`config.mk`:
```
export PLATFORM = sky130hd
export DESIGN_NAME = special_reg_file_p
export DESIGN_NICKNAME = d
export VERILOG_FILES = /design/src/rtl/scc_pkg.sv /design/src/rtl/sp_unit.sv /design/src/rtl/special_reg_file_p.sv
export SDC_FILE = /design/constraint.sdc
export NUM_CORES = 1
export LEC_CHECK = 0
export CAP_MARGIN = 20
export CORE_MARGIN = 2
export CORE_UTILIZATION = 45
export CTS_CLUSTER_DIAMETER = 100
export DETAILED_ROUTE_END_ITERATION = 10
export GPL_ROUTABILITY_DRIVEN = 0
export MAX_ROUTING_LAYER = met4
export PLACE_DENSITY = 0.86
export SYNTH_ARGS = -nofsm -noshare
export SYNTH_HDL_FRONTEND = slang
export SYNTH_SLANG_ARGS = --single-unit
```
`constraint.sdc`:
```
create_clock -name clk -period 6.12 [get_ports clk]
set_input_delay 0.612 -clock clk [delete_from_list [all_inputs] [get_ports clk]]
set_output_delay 0.612 -clock clk [all_outputs]
set_load 0.02 [all_outputs]
```
`src/rtl/scc_pkg.sv`:
```
// Shared encodings for the special register file: register indices,
// stack-pointer operation codes and CPSR field positions.
package scc_pkg;

    localparam logic [2:0] IDX_ZR   = 3'd0;
    localparam logic [2:0] IDX_R1   = 3'd1;
    localparam logic [2:0] IDX_R2   = 3'd2;
    localparam logic [2:0] IDX_R3   = 3'd3;
    localparam logic [2:0] IDX_SP   = 3'd4;
    localparam logic [2:0] IDX_LR   = 3'd5;
    localparam logic [2:0] IDX_PC   = 3'd6;
    localparam logic [2:0] IDX_CPSR = 3'd7;

    typedef enum logic [1:0] {
        SP_NONE = 2'b00,
        SP_PUSH = 2'b01,
        SP_POP  = 2'b10,
        SP_RSVD = 2'b11
    } sp_op_e;

    // Flag order within flag_mask / flags_in; the same order is kept in the
    // top CPSR_FLAG_W bits of the CPSR, with N as the most significant bit.
    localparam int CPSR_FLAG_W   = 4;
    localparam int FLAG_N        = 3;
    localparam int FLAG_Z        = 2;
    localparam int FLAG_C        = 1;
    localparam int FLAG_V        = 0;
    localparam int CPSR_MODE_BIT = 0;

    function automatic int cpsr_flag_lsb(input int data_w);
        return data_w - CPSR_FLAG_W;
    endfunction

endpackage

```
`src/rtl/sp_unit.sv`:
```
// Stack pointer register with bounded push/pop and a sticky fault flag.
// A push or pop always outranks a general write to SP in the same cycle.
module sp_unit
    import scc_pkg::*;
#(
    parameter int                DATA_W     = 32,
    parameter logic [DATA_W-1:0] SP_TOP     = DATA_W'(32'h0000_FFFC),
    parameter logic [DATA_W-1:0] SP_BOTTOM  = DATA_W'(32'h0000_F000),
    parameter int                WORD_BYTES = 4
) (
    input  logic              clk,
    input  logic              rst,
    input  logic [1:0]        sp_op,
    input  logic              sp_wr_en,
    input  logic [DATA_W-1:0] sp_wr_data,
    output logic [DATA_W-1:0] sp_out,
    output logic              sp_fault
);

    localparam logic [DATA_W-1:0] STEP = DATA_W'(WORD_BYTES);

    sp_op_e            op;
    logic [DATA_W-1:0] sp_q;
    logic [DATA_W-1:0] sp_nxt;
    logic              fault_q;
    logic              fault_nxt;

    assign op = sp_op_e'(sp_op);

    always_comb begin
        sp_nxt    = sp_q;
        fault_nxt = fault_q;
        case (op)
            SP_PUSH: begin
                if (sp_q <= SP_BOTTOM) fault_nxt = 1'b1;
                else                   sp_nxt    = sp_q - STEP;
            end
            SP_POP: begin
                if (sp_q >= SP_TOP) fault_nxt = 1'b1;
                else                sp_nxt    = sp_q + STEP;
            end
            default: begin
                // Only an accepted general write re-arms the fault flag.
                if (sp_wr_en) begin
                    sp_nxt    = sp_wr_data;
                    fault_nxt = 1'b0;
                end
            end
        endcase
    end

    always_ff @(posedge clk or posedge rst) begin
        if (rst) begin
            sp_q    <= SP_TOP;
            fault_q <= 1'b0;
        end else begin
            sp_q    <= sp_nxt;
            fault_q <= fault_nxt;
        end
    end

    assign sp_out   = sp_q;
    assign sp_fault = fault_q;

endmodule

```
`src/rtl/special_reg_file_p.sv`:
```
// Eight-entry special register file: zero register, three general registers,
// SP, LR, PC and CPSR, with dedicated update ports that outrank general writes.
module special_reg_file_p
    import scc_pkg::*;
#(
    parameter int                DATA_W     = 32,
    parameter logic [DATA_W-1:0] SP_TOP     = DATA_W'(32'h0000_FFFC),
    parameter logic [DATA_W-1:0] SP_BOTTOM  = DATA_W'(32'h0000_F000),
    parameter logic [DATA_W-1:0] PC_RESET   = '0,
    parameter int                WORD_BYTES = 4
) (
    input  logic              clk,
    input  logic              rst,
    input  logic              wr_en,
    input  logic [2:0]        wr_addr,
    input  logic [DATA_W-1:0] wr_data,
    input  logic [2:0]        rd_addr,
    output logic [DATA_W-1:0] rd_data,
    input  logic              pc_wr_en,
    input  logic [DATA_W-1:0] pc_next,
    output logic [DATA_W-1:0] pc_out,
    input  logic              flag_wr_en,
    input  logic [3:0]        flag_mask,
    input  logic [3:0]        flags_in,
    output logic [DATA_W-1:0] cpsr_out,
    input  logic [1:0]        sp_op,
    output logic [DATA_W-1:0] sp_out,
    output logic              sp_fault,
    input  logic              link_en,
    input  logic [DATA_W-1:0] link_data,
    output logic [DATA_W-1:0] lr_out
);

    localparam int FLAG_LSB = cpsr_flag_lsb(DATA_W);

    logic [DATA_W-1:0]      r1_q;
    logic [DATA_W-1:0]      r2_q;
    logic [DATA_W-1:0]      r3_q;
    logic [DATA_W-1:0]      lr_q;
    logic [DATA_W-1:0]      pc_q;
    logic [CPSR_FLAG_W-1:0] flags_q;
    logic [CPSR_FLAG_W-1:0] flags_nxt;
    logic                   mode_q;

    logic wr_r1;
    logic wr_r2;
    logic wr_r3;
    logic wr_sp;
    logic wr_lr;
    logic wr_pc;
    logic wr_cpsr;

    assign wr_r1   = wr_en && (wr_addr == IDX_R1);
    assign wr_r2   = wr_en && (wr_addr == IDX_R2);
    assign wr_r3   = wr_en && (wr_addr == IDX_R3);
    assign wr_sp   = wr_en && (wr_addr == IDX_SP);
    assign wr_lr   = wr_en && (wr_addr == IDX_LR);
    assign wr_pc   = wr_en && (wr_addr == IDX_PC);
    assign wr_cpsr = wr_en && (wr_addr == IDX_CPSR);

    sp_unit #(
        .DATA_W     (DATA_W),
        .SP_TOP     (SP_TOP),
        .SP_BOTTOM  (SP_BOTTOM),
        .WORD_BYTES (WORD_BYTES)
    ) u_sp_unit (
        .clk        (clk),
        .rst        (rst),
        .sp_op      (sp_op),
        .sp_wr_en   (wr_sp),
        .sp_wr_data (wr_data),
        .sp_out     (sp_out),
        .sp_fault   (sp_fault)
    );

    // Per flag: a masked dedicated update wins, otherwise a general CPSR write.
    always_comb begin
        flags_nxt = flags_q;
        for (int i = 0; i < CPSR_FLAG_W; i++) begin
            if (flag_wr_en && flag_mask[i]) flags_nxt[i] = flags_in[i];
            else if (wr_cpsr)               flags_nxt[i] = wr_data[FLAG_LSB + i];
        end
    end

    always_ff @(posedge clk or posedge rst) begin
        if (rst) begin
            r1_q    <= '0;
            r2_q    <= '0;
            r3_q    <= '0;
            lr_q    <= '0;
            pc_q    <= PC_RESET;
            flags_q <= '0;
            mode_q  <= 1'b0;
        end else begin
            if (wr_r1) r1_q <= wr_data;
            if (wr_r2) r2_q <= wr_data;
            if (wr_r3) r3_q <= wr_data;

            if (link_en)    lr_q <= link_data;
            else if (wr_lr) lr_q <= wr_data;

            if (pc_wr_en)   pc_q <= pc_next;
            else if (wr_pc) pc_q <= wr_data;

            flags_q <= flags_nxt;
            if (wr_cpsr) mode_q <= wr_data[CPSR_MODE_BIT];
        end
    end

    assign pc_out   = pc_q;
    assign lr_out   = lr_q;
    assign cpsr_out = {flags_q, {(DATA_W - CPSR_FLAG_W - 1){1'b0}}, mode_q};

    // Reads see stored state only; a same-cycle write shows up next cycle.
    always_comb begin
        rd_data = '0;
        case (rd_addr)
            IDX_R1:   rd_data = r1_q;
            IDX_R2:   rd_data = r2_q;
            IDX_R3:   rd_data = r3_q;
            IDX_SP:   rd_data = sp_out;
            IDX_LR:   rd_data = lr_q;
            IDX_PC:   rd_data = pc_q;
            IDX_CPSR: rd_data = cpsr_out;
            default:  rd_data = '0;
        endcase
    end

endmodule

```
# Yosys cells after proc, flatten, opt, wreduce, memory -nomap -nowiden

Index checks and enable logic that the tools add are counted.

Word-level logic and storage cells: 77
Input port bits: 118
Register bits after elaboration: 198

Magnitude comparators: 2
Reductions and logical operators: 20
Add/sub/neg operators: 2
Mux-type cells: 21
Eq/ne operators: 20

Operators by type and width:

| cell                  | number |
|---|---|
| $mux 32               | 7 |
| $pmux 32 s7           | 1 |
| $pmux 32 s2           | 1 |
| $add 32x3->32 const B | 1 |
| $ge 32x16->1 const B  | 1 |
| $le 32x16->1 const B  | 1 |
| $sub 32x3->32 const B | 1 |
| $eq 3x3->1 const B    | 8 |
| $eq 3x2->1 const B    | 4 |
| $reduce_bool 2->1     | 6 |
| $logic_and 1x1->1     | 11 |
| $mux 1                | 11 |
| $eq 3x1->1 const B    | 2 |
| $reduce_and 3->1      | 2 |
| $ne 2x1->1 const B    | 2 |
| $ne 2x2->1 const B    | 2 |
| $reduce_bool 3->1     | 1 |
| $eq 2x1->1 const B    | 1 |
| $eq 2x2->1 const B    | 1 |
| $pmux 1 s2            | 1 |

# Depth between registers and ports, before layout

Gate-level depths: netlist (run 1).

Depth after elaboration: 4
Mapped depth: 13
Mapped depth without buffers: 12

# Cells and area by module

A second synthesis (run 1) with hierarchy kept.

Cell total of the unflattened synthesis: 1,155
Area, all modules: 12,201.7 sq um

Modules (own cells, without submodules):

| module             | area an instance (sq um) | cells an instance | times used |
|---|---|---|---|
| special_reg_file_p | 9,022.4                  | 752               | 1 |
| sp_unit            | 3,179.3                  | 403               | 1 |

# Worst setup path before layout (run 1)

No wires, ideal clock.

Kind: input to register
Start point: input sp_op[0]
End point: register u_sp_unit.sp_q[28] (netlist: u_sp_unit.sp_out[28])
Path slack: 2.582 ns
Library setup time: 0.104 ns
Data required time: 6.016 ns
Buffers on the path: 0
Cell stages on the path: 12
Arrival: 3.434 ns
Cells stage by stage: inv_1 -> ha_1 -> inv_1 -> ha_1 -> nor2b_1 -> o31a_1 -> o31a_1 -> o21ai_1 -> o2111a_1 -> o31ai_1 -> xnor2_1 -> a221oi_1

Longest elaborated chain between the ends: 3
Elaborated cells between the ends (all ways): 7

RTL lines:

| item                                                      | line                     | text |
|---|---|---|
| from (decl)                                               | special_reg_file_p.sv:26 | `input logic [1:0] sp_op,` |
| $eq 2x2->1 or $eq 2x1->1 (tied branches)                  | sp_unit.sv:33            | `case (op)` |
| $ne 2x2->1 (no line) or $reduce_bool 3->1 (tied branches) | -                        |  |
| $reduce_and 3->1 (no line)                                | -                        |  |
| to (signal assigned)                                      | sp_unit.sv:57            | `sp_q <= sp_nxt;` |
| to (decl)                                                 | sp_unit.sv:23            | `logic [DATA_W-1:0] sp_q;` |

Several ways; a longest one is shown, not always the timed one.
A chain may end at the register's enable or synchronous reset.

# Final worst setup path (run 1)

Start point: input sp_op[0]
End point: register u_sp_unit.sp_q[25] (netlist: u_sp_unit.sp_out[25])

The elaborated chain is that of the path after synthesis.

==> results of run 1 <==
## metal layers
layer | vias to the layer above | share of wire (%)
met5 | - | 0
met4 | 0 | 2.8
met3 | 71 | 7.4
met2 | 463 | 48
met1 | 5038 | 42
li1 | 4508 | -
## power by group
group	switching (mW)	internal, mW
Sequential	0.339	1.62
Clock	0.570	0.600
Combinational	1.17	1.01
Total	2.08	3.23
## flip-flops by register name (all words and copies together) (netlist names)
signal / flops
flags_q: 4
lr_out: 32
mode_q: 1
pc_out: 32
r1_q: 32
r2_q: 32
r3_q: 32
u_sp_unit.sp_fault: 1
u_sp_unit.sp_out: 32
## synthesized netlist by cell type (all sizes together) (8+ instances only)
master and n:
nand2 105, o21ai 99, dfstp 14, nor3 14, ha 32, mux2 104, xnor2 11, nand3 48
dfrtp 184, clkbuf 67, and3 11, nor2 41, a21o 9, inv 18, a21oi 53, a22oi 87
o21a 9, buf 35, mux2i 72, a211oi 8
## final timing paths
path                                                    end  depth (start not counted)
setup / recovery           u_sp_unit.sp_out[25]$_DFFE_PP0P_                         11
hold / removal                         r3_q[16]$_DFFE_PP0P_                          1
setup reg to reg           u_sp_unit.sp_out[25]$_DFFE_PP0P_                          8
hold reg to reg                        r3_q[16]$_DFFE_PP0P_                          1
max in group asynchronous              r1_q[16]$_DFFE_PP0P_                          3
min in group asynchronous            lr_out[31]$_DFFE_PP0P_                          2
## area by class of cell
cell class,instances,area (um^2)
multi-input combinational,826,5840
sequential,198,4970
fill,1966,9800
clock buffer,18,439
clock inverter,14,183
inverter,18,75.1
timing repair buffer,269,2680
tap,324,405
## logic make-up (layout without fill, tap and decap cells)
family                     after synthesis  in the layout  share of synthesized area, %
and+or+nand+nor                        263            263                          11.0
AOI/OAI and AO/OA                      311            311                          17.8
DFF                                    198            198                          44.2
xor gates and xnor gates                15             15                          1.17
other                                    1             27                        0.0334
adders and majority gates               33             33                          3.74
muxes                                  177            177                          17.0
buffers and inverters                  120            319                          5.02
## stage by stage
stage,utilization [%],instances
global placement,57.0,1632
global route,59.8,1667
CTS,59.6,1664
detailed placement,57.0,1632
finish,59.8,1667
floorplan,-,1144
==> impl_results.md, run 1 <==
- Worst-path clk slew: 0.08 ns
- Iteration-0 DRC Markers: a little over 800
- Root Driver: clkbuf_16
- Synth top area share: about two fifths
- Hold_buf cts: 0
- Routed len/inst: between 20 and 25 um
- P_leak: ~6.4 nW
- Die area: 26300 um^2
- Pins Over Slew Limit: 0
- YS warnings: 0
- Reg2reg setup slack: approximately 2.6 ns
- GR met2 Demand/Resource: 43.2%
- Inserted Clock Buffers: 17
- Top post-synthesis cells by area: dfrtp_1, mux2_2, mux2i_1
- CTS sink cnt: roughly 200
- WHS: 0.508 ns
- Height of the die: ~160 um
- Worst Skew: between 0.015 and 0.02 ns
- Max-cap violations: 0
- Cell taking the most area after synthesis: dfrtp_1
- Hold WC Path Type: reg -> reg
- GRT Total Usage: between 20% and 30%
- Yosys cell types: 61
- CP peak stage delay: around 0.8 ns
- DRC: 0
- Core footprint: 24400 um^2
- Commonest non-fill, non-tap cell in the layout: clkdlybuf4s50_1
- Antenna Violating Nets Remaining: 0
- Min Tclk post-route: 4.36 ns
- Die W: between 150 and 200 um
- Input/output buffers: about 250
- Final instance area: between 10000 and 15000 um^2
- Initial antenna violation count: 0
- Worst hold start: r3_q[16]$_DFFE_PP0P_
- ANT cells: 0
- Grt ovf: 0
- Number of synthesized flops with an enable pin: 0
- Worst-margin pin slew: about 1.1 ns
- Layout Nets: ~1500
- Dpl cell area: ~14000 um^2
- Pwr/cell area: about 360 nW/um^2
- Mean Syn Cell Area: slightly above 10 um^2
- FMAX: around 0.23 GHz
- Sequential cell area fraction in the yosys report: between 40% and 50%
- Layout cells sized above 1: roughly 13%
- Row count: 57
- Bufs and invs on worst path: 5
- Peak supply drop: 0.250 mV
- Starting Density: 46.1%
- Status: completed
- Post-CTS setup buffer count: 0
- Detailed-router iteration count before antenna repair: 7
- Crit path top cell by count: inv_1
- Cell Chain, Critical Path: clkdlybuf4s50_1 > inv_1 > ha_1 > buf_4 > inv_1 > nor2_1 > a221o_2 > inv_1 > and3_1 > mux2i_1 > nand3_1
- Grt met3 use: under 10%
- Ys flop type: dfrtp_1
- Pwr Total: approximately 5.3 mW
- Post-cts resize count: 0
- Total negative setup slack: 0 ns
- Top Ports: between 200 and 300
- Pre-CTS setup slack: 1.44 ns
- CP Class: in -> reg
- Clock tree buffer depth: 2
- Dpl hpwl: 24.3 mm
- DRT Wirelength: 35.0 mm
- Post-Syn Area: about 11000 um^2
- Asr flop ratio synth: 100%
- Fin crit share: about 71%
- Pin count of the biggest net entering global routing: 146
- Slowest stage cell, crit path: a221o_2
- Vias in the first global route: between 9000 and 10000
- Slew HR: 29.4%
- Syn-to-layout area delta: 29.8%
- Critical-path maximum fanout: 58
- Htree depth: 4
- Unrepaired setup endpoints after global routing: no
- Synthesis-stage register bit count: about 200
- Gr busiest metal: met2
- Mapped Cells: between 1000 and 1500
- CP Launch Point: sp_op[0]
- Clock Latency Late Sink: ~0.45 ns
- Critical path arrival: 4.68 ns
- Worst r2r src: u_sp_unit.sp_out[28]$_DFFE_PP0P_
- GRT met1 Usage: roughly a third
- Global-route wire length before repair: 54.5 mm
- CP startpoint kind: input pin
- Commonest cells after routing, fill and taps aside: clkdlybuf4s50_1, dfrtp_1, nand2_1
- Via count: ~10000
- Delay-heaviest family, CP: buffers and inverters
- CTS tree: built
- CP Data Required Time: 6.44 ns
- Final worst slack: roughly 1.8 ns
- CP endpoint kind: flip-flop
- Hold Violations, Final: 0
- Endpoints failing setup: 0
- Vias/cell: 6.05
No activity file was read; power rests on OpenSTA's default activity.
==> inputs of run 2 (changes only) <==
Clock period 6.12 ns to 4 ns, I/O delays scaled along.
==> run 2 against run 1 <==
Compared with the run above:
- clock power increased by 52%
- largest power group unchanged
- flip-flop and latch count unchanged
- critical path depth rose by 3
- critical endpoint is now u_sp_unit.sp_out[27]$_DFFE_PP0P_
- sequential power grew 53%
==> impl_results.md, run 2 (synthesis results as in run 1) <==
- Status: completed
- Via count: 10100
- Inserted Clock Buffers: 17
- CTS sink cnt: 198
- Clock Latency Late Sink: around 0.43 ns
- DRT Wirelength: ~35 mm
- Row count: between 50 and 60
- FMAX: 0.285 GHz
- Root Driver: clkbuf_16
- Antenna Violating Nets Remaining: 0
- Unrepaired setup endpoints after global routing: no
- Slew HR: between 50 and 60%
- CP Class: in -> reg
- Hold_buf cts: 0
- Top Ports: roughly 280
- Post-cts resize count: 0
- Grt ovf: 0
- Layout cells sized above 1: 14.1%
- Input/output buffers: 251
- Global-route wire length before repair: approximately 55 mm
- Pre-CTS setup slack: between 0.1 and 0.15 ns
- Core footprint: about 24000 um^2
- Switching part of the total: between 30 and 40%
- Routed len/inst: roughly 21 um
- Min Tclk post-route: around 3.5 ns
- Worst Skew: about 0.012 ns
- Worst-margin pin slew: ~0.75 ns
- Pwr/cell area: about 550 nW/um^2
- Starting Density: between 40% and 50%
- Worst-path clk slew: 0.08 ns
- Vias/cell: ~6
- Dpl cell area: approximately 14000 um^2
- Commonest cells after routing, fill and taps aside: clkdlybuf4s50_1, dfrtp_1, nand2_1
- CP Data Required Time: between 4 and 5 ns
- Sequential share of power: a little under two fifths
- Htree depth: 4
- Syn-to-layout area delta: 30.5%
- Dpl hpwl: approximately 25 mm
- Iteration-0 DRC Markers: around 790
- Critical path arrival: between 3 and 4 ns
- GRT Total Usage: around 28%
- Gate power share: about two fifths
- Reg2reg setup slack: 0.64 ns
- Net load switching power: 3.14 mW
- Peak supply drop: between 0.2 and 0.3 mV
- Clock tree buffer depth: 2
- Die W: roughly 160 um
- Vias in the first global route: roughly 10000
- Detailed-router iteration count before antenna repair: 6
- Hold WC Path Type: in -> async
- P_int: about 5.0 mW
- Total negative setup slack: 0 ns
- DRC: 0
- Final worst slack: 0.493 ns
- Max-cap violations: 0
- Height of the die: ~160 um
- Pin count of the biggest net entering global routing: slightly below 70
- Final instance area: around 15000 um^2
- Fin crit share: about 88%
- P_leak: approximately 6.5 nW
- Commonest non-fill, non-tap cell in the layout: clkdlybuf4s50_1
- Post-CTS setup buffer count: 0
- CP startpoint kind: input pin
- CTS tree: built
- Clock power frac: 21.9%
- CP endpoint kind: flip-flop
- Endpoints failing setup: 0
- Pins Over Slew Limit: 0
- Critical-path maximum fanout: 17
- Hold Violations, Final: 0
- Die area: roughly 26000 um^2
- Layout Nets: about 1500
- Initial antenna violation count: 1
## run 2: power groups by stage
stage / Clock (mW) / Combinational [mW] / Sequential, mW
6_report: 1.78 / 3.36 / 2.99
5_1_grt: 1.90 / 3.64 / 3.04
4_1_cts: 1.81 / 3.33 / 2.97
3_5_place_dp: 0 / 3.30 / 3.01
3_3_place_gp: 0 / 3.20 / 2.99
2_1_floorplan: 0 / 1.93 / 3.06
## run 2: per-stage QoR
stage,utilization [%],std cells,total power [mW],hold WS (ns)
3_3_place_gp,57.5,1644,6.19,0.469
4_1_cts,59.9,1676,8.11,0.429
3_5_place_dp,57.5,1644,6.31,0.472
2_1_floorplan,-,1144,4.99,0.451
5_1_grt,60.1,1679,8.57,0.455
6_report,60.1,1679,8.13,0.424
## run 2: layout make-up
class | count | area, um^2
Timing Repair Buffer | 280 | 2780
Antenna cell | 1 | 2.50
Fill cell | 1980 | 9720
Tap cell | 324 | 405
Multi-Input combinational cell | 826 | 5840
Inverter | 18 | 71.3
Sequential cell | 198 | 4970
Clock inverter | 14 | 165
Clock buffer | 18 | 439
## run 2: critical path: stages
cell and delay, ns:
clkdlybuf4s50_1 0.48, inv_1 0.05, ha_1 0.27, inv_1 0.10, buf_4 0.23, ha_1 0.34, a21oi_1 0.16, o21ai_0 0.13
o211ai_1 0.35, a21oi_1 0.16, nor2_1 0.45, o21ai_0 0.22, xnor2_1 0.17, a221o_1 0.31
## run 2: final timing paths
check | start | to | depth (start not counted)
max | sp_op[0] | u_sp_unit.sp_out[27]$_DFFE_PP0P_ | 14
min | rst | flags_q[3]$_DFFE_PP0P_ | 2
max reg2reg | u_sp_unit.sp_out[24]$_DFFE_PP0P_ | u_sp_unit.sp_out[24]$_DFFE_PP0P_ | 8
min reg2reg | r3_q[26]$_DFFE_PP0P_ | r3_q[26]$_DFFE_PP0P_ | 2
max in group asynchronous | rst | r1_q[8]$_DFFE_PP0P_ | 3
min in group clk | link_en | lr_out[23]$_DFFE_PP0P_ | 3
## run 2: routing by layer
layer | track usage (%) | part of all wire (%) | routed length, um | up-vias
met5 | - | 0 | 0 | -
li1 | - | - | - | 4538
met1 | 34.4 | 41 | 14500 | 4985
met2 | 44.4 | 48 | 16900 | 466
met3 | 5.31 | 7.1 | 2500 | 89
met4 | 11.5 | 4.0 | 1420 | 0
==> inputs of run 3 (changes only) <==
Settings changed: GPL_TIMING_DRIVEN from default to 0.
==> run 3 against run 2 <==
Compared with the run above:
- sequential share of layout area down 0.57 points
- sequential power barely moved
- non-clock buffer count up 76
- via count increased by 6.9%
- worst setup slack worse by 0.43 ns
- final area grew 1.7%
- register-to-register slack improved by 0.11 ns
- die area did not move
- clock skew is essentially flat
- utilization rose by 1.0 points
==> impl_results.md, run 3 (synthesis results as in run 1) <==
- Via count: 10800
- Critical path arrival: about 3.5 ns
- Detailed-router iteration count before antenna repair: 7
- Dpl hpwl: between 20 and 30 mm
- Clock Latency Late Sink: 0.44 ns
- Min Tclk post-route: ~4 ns
- Routed len/inst: ~23 um
- WL met2: around 18 mm
- Height of the die: approximately 160 um
- Clock power frac: a little over a fifth
- Status: completed
- Worst-margin pin slew: approximately 1.1 ns
- Finished Layout Cells: ~1800
- CTS tree: built
- CTS sink cnt: 198
- Pin count of the biggest net entering global routing: 43
- Syn-to-layout area delta: 32.7%
- Pwr Total: slightly above 8 mW
- WHS: 0.296 ns
- Pre-CTS setup slack: -0.531 ns
- Net load switching power: around 3.2 mW
- Grt ovf: 0
- Row count: 57
- Hold Violations, Final: 0
- CP startpoint kind: input pin
- Fillers: a little under 2000
- Fin crit share: between 90% and 100%
- Vias/cell: about 6.1
- Antenna Violating Nets Remaining: 0
- Worst-path clk slew: around 0.08 ns
- Sequential share of power: 36.6%
- Hold WC Path Type: in -> async
- Final worst slack: roughly 0.065 ns
- Clock tree buffer depth: 2
- Met3 WL post-DR: ~4.2 mm
- Reg2reg setup slack: about 0.75 ns
- Crit path top cell by count: clkdlybuf4s50_1
- P_leak: 6.55 nW
- Htree depth: 4
- P_int: around 5 mW
- Dpl cell area: approximately 14000 um^2
- Die W: 162 um
- Peak supply drop: roughly 0.27 mV
- Global-route wire length before repair: 61.2 mm
- Vias in the first global route: 10700
- Slew HR: between 20% and 30%
- Die area: between 20000 and 30000 um^2
- Cell Chain, Critical Path: clkdlybuf4s50_1 > nor2_1 > and2_1 > clkbuf_1 > clkbuf_2 > a22oi_1 > nand3_1 > clkdlybuf4s50_1
- Slowest stage cell, crit path: clkdlybuf4s50_1
- CP endpoint kind: output pin
- Root Driver: clkbuf_16
- Pwr/cell area: about 550 nW/um^2
- Commonest cells after routing, fill and taps aside: clkdlybuf4s50_1, dfrtp_1, nand2_1
- Core footprint: ~24000 um^2
- GRT Total Usage: about a third
- Worst r2r src: u_sp_unit.sp_out[24]$_DFFE_PP0P_
- DRC: 0
- Highest routing layer actually used: met4
- CP Class: in -> out
- DRT Wirelength: a little over 40 mm
- Iteration-0 DRC Markers: roughly 1400
- CP peak stage delay: about 0.64 ns
- Max-cap violations: 0
- Layout Nets: about 1600
- Inserted Clock Buffers: 17
- Worst Skew: between 0.01 and 0.015 ns
- Final instance area: 14900 um^2
- Critical-path maximum fanout: 10
- Pins Over Slew Limit: 0
- Initial antenna violation count: 1
- FMAX: roughly 0.25 GHz
- Switching part of the total: 39.2%
- Hold_buf cts: 0
- Commonest non-fill, non-tap cell in the layout: clkdlybuf4s50_1
- CP Launch Point: rd_addr[0]
- Placed Cells incl. Taps: ~1700
- Wl on met1: 15.9 mm
- Input/output buffers: between 200 and 250
- Layout cells sized above 1: between 10% and 20%
- Starting Density: roughly 46%
- CP Data Required Time: 3.60 ns
- Gate power share: 42.6%
- Endpoints failing setup: 0
- Unrepaired setup endpoints after global routing: no
- Top Ports: between 200 and 300
## run 3: power by group through the flow
| stage | Combinational, mW | Sequential, mW | Clock, mW |
|---|---|---|---|
| final | 3.46 | 2.98 | 1.69 |
| after global routing | 3.74 | 3.02 | 1.78 |
| after CTS | 3.40 | 2.95 | 1.70 |
| after detailed placement | 3.36 | 2.98 | 0 |
| after global placement | 3.25 | 2.96 | 0 |
| after floorplan | 1.93 | 3.06 | 0 |
## run 3: what timing repair did
action,in CTS,in global routing
cloned,0,1
buffers inserted,0,3
pin swaps,0,0
setup endpoints to repair,4,17
resized for setup,2,7
## run 3: critical path, delay by kind of cell
kind | cells | cell delay, ns
buffers and inverters | 4 | 2.22
and+or+nand+nor | 3 | 0.74
AOI/OAI and AO/OA | 1 | 0.17
## run 3: cell type report
| cell class | count | area [um^2] | share of cell area, % |
|---|---|---|---|
| Multi-Input combinational cell | 826 | 5800 | 38.9 |
| Sequential cell | 198 | 4970 | 33.3 |
| Timing Repair Buffer | 254 | 2580 | 17.3 |
| Buffer | 102 | 500 | 3.35 |
| Clock buffer | 21 | 450 | 3.02 |
| Tap cell | 324 | 405 | 2.72 |
| Clock inverter | 11 | 116 | 0.780 |
| Inverter | 18 | 75.1 | 0.503 |
| Timing Repair inverter | 1 | 7.51 | 0.0503 |
| Antenna cell | 2 | 5.00 | 0.0335 |
## run 3: final timing paths
path | cells after the start | end
max in group asynchronous | 5 | u_sp_unit.sp_out[14]$_DFFE_PP1P_
worst min-delay path | 2 | mode_q$_DFFE_PP0P_
worst max-delay path | 8 | rd_data[17]
worst max register to register | 9 | u_sp_unit.sp_out[30]$_DFFE_PP0P_
worst min register to register | 2 | r3_q[26]$_DFFE_PP0P_
min in group clk | 2 | r3_q[26]$_DFFE_PP0P_
## run 3: metal layers
| metal | vias to the layer above | track usage (%) |
|---|---|---|
| li1 | 4696 | - |
| met1 | 5228 | 39.7 |
| met4 | 0 | 15.1 |
| met5 | - | - |
| met3 | 150 | 7.56 |
| met2 | 704 | 47.5 |
## run 3: per-stage QoR
step / util [%] / TNS, ns
after floorplan: - / 0
after global placement: 58.3 / -88.92
after detailed placement: 58.7 / -4.21
after CTS: 61.0 / 0
after global routing: 61.2 / 0
final: 61.2 / 0
